$ cat src/rtl/narnet_compute_units.sv
// narnet_compute_units: arithmetic core of the NAR-Net inference pipeline.
// Holds a fixed-point MAC neuron, a saturating scalar accumulator and a
// registered, odd-symmetric tanh lookup. All values are signed N-bit with
// Q fractional bits; every addition saturates instead of wrapping.
module narnet_compute_units #(
   parameter int N = 16,
   parameter int Q = 10
) (
   input  logic                clk,
   input  logic                rst,
   // neuron
   input  logic                n_clr,
   input  logic                n_valid,
   input  logic signed [N-1:0] n_w,
   input  logic signed [N-1:0] n_x,
   input  logic signed [N-1:0] n_b,
   output logic signed [N-1:0] n_out,
   // accumulator
   input  logic                acc_clr,
   input  logic                acc_add,
   input  logic signed [N-1:0] acc_a,
   output logic signed [N-1:0] acc_out,
   // tanh lookup
   input  logic signed [N-1:0] t_addr,
   output logic signed [N-1:0] t_out
);

   localparam logic signed [N-1:0] MAX_V = {1'b0, {(N-1){1'b1}}};
   localparam logic signed [N-1:0] MIN_V = {1'b1, {(N-1){1'b0}}};

   // Clamp an N+1-bit sum to N bits: overflow shows as the top two bits differing.
   function automatic logic signed [N-1:0] sat_n1(input logic signed [N:0] v);
      if (v[N] != v[N-1]) return v[N] ? MIN_V : MAX_V;
      return v[N-1:0];
   endfunction

   // Clamp a 2N-bit value to N bits: in range only if bits [2N-1:N-1] all agree.
   function automatic logic signed [N-1:0] sat_2n(input logic signed [2*N-1:0] v);
      logic [N:0] top;
      top = v[2*N-1:N-1];
      if ((&top) || !(|top)) return v[N-1:0];
      return v[2*N-1] ? MIN_V : MAX_V;
   endfunction

   // ------------------------------------------------------------------
   // Neuron
   // ------------------------------------------------------------------
   logic signed [2*N-1:0] prod_full;
   logic signed [2*N-1:0] prod_sh;
   logic signed [N-1:0]   prod;
   logic signed [N:0]     s_sum;
   logic signed [N-1:0]   s_q;

   // Full-precision product, floor-shifted back to Q fractional bits, then clamped.
   always_comb begin
      prod_full = $signed({{N{n_w[N-1]}}, n_w}) * $signed({{N{n_x[N-1]}}, n_x});
      prod_sh   = prod_full >>> Q;
      prod      = sat_2n(prod_sh);
      s_sum     = {s_q[N-1], s_q} + {prod[N-1], prod};
      n_out     = sat_n1({s_q[N-1], s_q} + {n_b[N-1], n_b});
   end

   // Running sum: clear beats the accumulate strobe.
   // NOTE: state registers use non-blocking (<=) so every flop samples pre-edge values.
   always_ff @(posedge clk or negedge rst) begin
      if (!rst)         s_q <= '0;
      else if (n_clr)   s_q <= '0;
      else if (n_valid) s_q <= sat_n1(s_sum);
   end

   // ------------------------------------------------------------------
   // Accumulator
   // ------------------------------------------------------------------
   logic signed [N:0] acc_sum;

   // Sum carried at N+1 bits so overflow can be detected before clamping.
   always_comb begin
      acc_sum = {acc_out[N-1], acc_out} + {acc_a[N-1], acc_a};
   end

   // Accumulator register: clear beats add, otherwise hold.
   always_ff @(posedge clk or negedge rst) begin
      if (!rst)         acc_out <= '0;
      else if (acc_clr) acc_out <= '0;
      else if (acc_add) acc_out <= sat_n1(acc_sum);
   end

   // ------------------------------------------------------------------
   // tanh lookup
   // ------------------------------------------------------------------
   logic signed [N-1:0] t_rom [128];
   logic [N-1:0]        mag;
   logic [N-1:0]        shifted;
   logic [6:0]          idx;
   logic signed [N-1:0] t_val;

   // Magnitude table built at elaboration: step 1/32, last entry pinned to tanh(4).
   for (genvar i = 0; i < 128; i++) begin : g_rom
      localparam real XR = (i == 127) ? 4.0 : i / 32.0;
      localparam real TR = 1.0 - 2.0 / ($exp(2.0 * XR) + 1.0);
      localparam int  TV = $rtoi(TR * (2.0 ** Q) + 0.5);
      assign t_rom[i] = N'(TV);
   end

   // Saturated magnitude -> clamped index -> sign restored.
   // NOTE: every always_comb output is assigned on all paths so no latch is inferred.
   always_comb begin
      mag = t_addr[N-1] ? N'(-t_addr) : t_addr;
      if (t_addr == MIN_V) mag = MAX_V;
      shifted = mag >> (Q - 5);
      idx     = (shifted > N'(127)) ? 7'd127 : shifted[6:0];
      t_val   = t_addr[N-1] ? -t_rom[idx] : t_rom[idx];
   end

   // One-cycle registered lookup; a new address every cycle yields a result every cycle.
   always_ff @(posedge clk or negedge rst) begin
      if (!rst) t_out <= '0;
      else      t_out <= t_val;
   end

endmodule

$ cat config.mk
export PLATFORM = sky130hd
export DESIGN_NAME = narnet_compute_units
export DESIGN_NICKNAME = d
export VERILOG_FILES = /design/src/rtl/narnet_compute_units.sv
export SDC_FILE = /design/constraint.sdc
export NUM_CORES = 1
export LEC_CHECK = 0
export CAP_MARGIN = 0
export CORE_UTILIZATION = 30
export CTS_CLUSTER_DIAMETER = 40
export DETAILED_ROUTE_END_ITERATION = 16
export GPL_TIMING_DRIVEN = 0
export HOLD_SLACK_MARGIN = 0.05
export SLEW_MARGIN = 20
export SYNTH_ARGS = -nofsm -noshare
export SYNTH_HDL_FRONTEND = slang
export SYNTH_SLANG_ARGS = --single-unit
$ cat constraint.sdc
create_clock -name clk -period 3.4 [get_ports clk]
set_input_delay 0.34 -clock clk [delete_from_list [all_inputs] [get_ports clk]]
set_output_delay 0.34 -clock clk [all_outputs]
set_load 0.01 [all_outputs]
==> results.py <==
metrics = {
    "run_status": {
        "violations": "setup timing",
        "outcome": "finished with violations",
    },
    "worst_setup_path": {
        "cp_top_family": "adder cells",
        "r2r_setup_slack_ns": 0.11,
        "cp-start-kind": "input port",
        "cpMostUsedCell": "fa_1",
        "cp_num_buf_inv": 13,
        "worst_ep_required_time_ns": 3.57,
        "slowest_delay_ns": 0.58,
        "slowest_stage": "fa_2",
        "arrival_ns": 8.96,
        "end_kind": "flip-flop",
        "critPathKind": "input port to flip-flop",
        "cp_max_fo": 8,
    },
    "logic_synthesis": {
        "ys_seq_area_share_pct": 7.54,
        "ys_ff_latch": 48,
        "yosys_warnings": 0,
        "synth-edff-count": 0,
        "syn_area_per_cell_um2": 8.48,
        "synth_nets": 2373,
        "netlist_area_um2": 15900,
        "synthFlopType": "dfrtp_1",
        "synth_cell_types": 91,
        "syn_inst": 1878,
        "async_flop_share_pct": 100,
    },
    "die": {
        "die_height_um": 232,
        "io_pins": 134,
        "die_area_um2": 54000,
        "core_um2": 52600,
        "rows": 84,
        "floorplan.initialDensity_pct": 30.3,
        "die_w_um": 232,
    },
    "grt": {
        "grt_pass1_vias": 15600,
        "antenna_found_initial": 0,
        "grt_overflow": 0,
        "grt_usage_pct": 18.8,
        "grt_max_degree": 32,
        "grt_first_pass_wirelength_mm": 81.1,
    },
    "sta": {
        "rsz0062_at_grt": "true",
        "worst_pin_slew_ns": 0.913,
        "skew_ns": 0.00960,
        "hold_viol": 0,
        "fin_crit_sh_pct": 259,
        "slew_headroom_pct": 38.5,
        "slew_violations": 0,
        "finalSetupViolations": 47,
        "whs_ns": 0.459,
        "fin_ws_ns": -5.39,
        "fmaxAchievable_ghz": 0.114,
        "period_needed_ns": 8.79,
    },
    "clocking": {
        "cts_buffers": 5,
        "ctsHtreeMaxLevel": 2,
        "clock_path_buffers": 2,
        "cts.sink_count": 48,
        "cts_tree": "done",
        "insertion_delay_ns": 0.30,
        "clk_pin_slew_worst_paths_ns": 0.07,
        "root_buffer": "clkbuf_16",
    },
    "placed_design": {
        "port_buffers": 128,
        "placed_cell_area_um2": 18600,
        "dp_hpwl_mm": 40.0,
        "gp_congestion": 0.937,
    },
    "route": {
        "wl_per_cell_um": 17.9,
        "first_iter_violations": 803,
        "vias": 14700,
        "vias_per_cell": 5.13,
        "wirelength_mm": 51.3,
        "ant_nets": 0,
        "drtPass1Iterations": 5,
        "drc_errors": 0,
    },
    "cells_and_area": {
        "synthToLayoutAreaGrowth_pct": 34.4,
        "seq_area_um2": 1200,
        "insertedDiodeCount": 0,
        "final_util_pct": 40.8,
        "final_cell_mix": "294 x inv_1, 248 x fa_1, 180 x nand2_1",
        "nets": 2677,
        "final_common_cell": "inv_1",
        "fillers": 5182,
        "drive_gt1_share_pct": 24.5,
        "final_area_um2": 21400,
        "multi_input_area_um2": 14600,
    },
    "run": {
        "drv_cap": 0,
    },
    "worst_hold_path": {
        "hp-class": "input port to flip-flop",
    },
}
metal layers:
| layer | GRT usage, % | wire (um) | vias up |
|---|---|---|---|
| met1 | 22.6 | 20200 | 7398 |
| met4 | 7.60 | 2150 | 0 |
| met2 | 34.5 | 27100 | 419 |
| met3 | 1.40 | 1910 | 146 |
| li1 | - | - | 6756 |
| met5 | 0 | 0 | - |
cell usage after synthesis (8+ instances only):
| library cell | count | share of area, % |
|---|---|---|
| o22ai_1 | 10 | 0.39 |
| a21oi_1 | 88 | 2.8 |
| o21a_1 | 22 | 1.0 |
| fa_1 | 264 | 33 |
| nor2_1 | 109 | 2.6 |
| and2_1 | 119 | 4.7 |
| dfrtp_1 | 48 | 7.5 |
| o21bai_1 | 9 | 0.42 |
| nor3_1 | 34 | 1.1 |
| xor2_1 | 29 | 1.6 |
| nand2b_1 | 23 | 0.90 |
| xnor2_1 | 51 | 2.8 |
| nor2b_1 | 9 | 0.35 |
| a31oi_1 | 14 | 0.55 |
| inv_1 | 314 | 7.4 |
| nand4_1 | 10 | 0.39 |
| a221o_1 | 8 | 0.50 |
| clkbuf_1 | 62 | 1.5 |
| ha_1 | 145 | 11 |
| o31ai_1 | 10 | 0.47 |
| o211ai_1 | 10 | 0.47 |
| a211oi_1 | 26 | 1.2 |
| maj3_1 | 10 | 0.63 |
| nand2_1 | 190 | 4.5 |
| a21o_1 | 14 | 0.66 |
| o21ai_0 | 65 | 2.0 |
| or3_1 | 14 | 0.55 |
| nand3_1 | 26 | 0.82 |
what timing repair did:
item                                    CTS  global route
gates resized for setup                 512           147
hold endpoints to repair                 17             0
gates cloned                              5             1
pin swaps                               150            98
endpoints found under the setup margin   62            63
setup buffers                           127            43
hold buffers                              1             0
worst paths after layout:
check | startpoint | end | cells past startpoint
max in group asynchronous | rst | s_q[0] | 3
setup reg to reg | acc_out[1] | acc_out[11] | 13
hold reg to reg | acc_out[15] | acc_out[15] | 2
hold / removal | acc_clr | acc_out[9] | 2
setup / recovery | n_x[1] | s_q[12] | 39
min in group asynchronous | rst | t_out[13] | 2
final cells by class:
type | count | area share, %
Multi-Input combinational cell | 1437 | 68.1
Tap cell | 688 | 4.02
Timing Repair Buffer | 300 | 12.2
Clock buffer | 6 | 0.602
Inverter | 318 | 5.70
Buffer | 72 | 3.62
Clock inverter | 2 | 0.164
Sequential cell | 48 | 5.63
stage by stage:
stage | setup WS (ns) | instances | setup TNS, ns
after floorplan | -5.24 | 1878 | -87.60
after global placement | -7.23 | 2694 | -169.00
final | -5.39 | 2871 | -98.06
after detailed placement | -7.39 | 2695 | -173.62
after global routing | -5.76 | 2871 | -107.94
after CTS | -5.37 | 2832 | -97.66
sequential cells by signal, indices dropped and copies added, names as in the netlist:
register and cells:
t_out 16, acc_out 16, s_q 16
kinds of logic after synthesis:
logic type	count (synthesis)	synth area share [%]
adder cells (fa/ha/maj)	419	45.2
AO/OA/AOI/OAI	357	15.2
multiplexers	5	0.322
buffers and inverters	394	9.41
XOR/XNOR	80	4.40
flip-flops	48	7.54
AND/OR/NAND/NOR	575	17.9
Power is not shown: default switching activity piles up to over one toggle a cycle in this logic, so the estimate is an artifact.
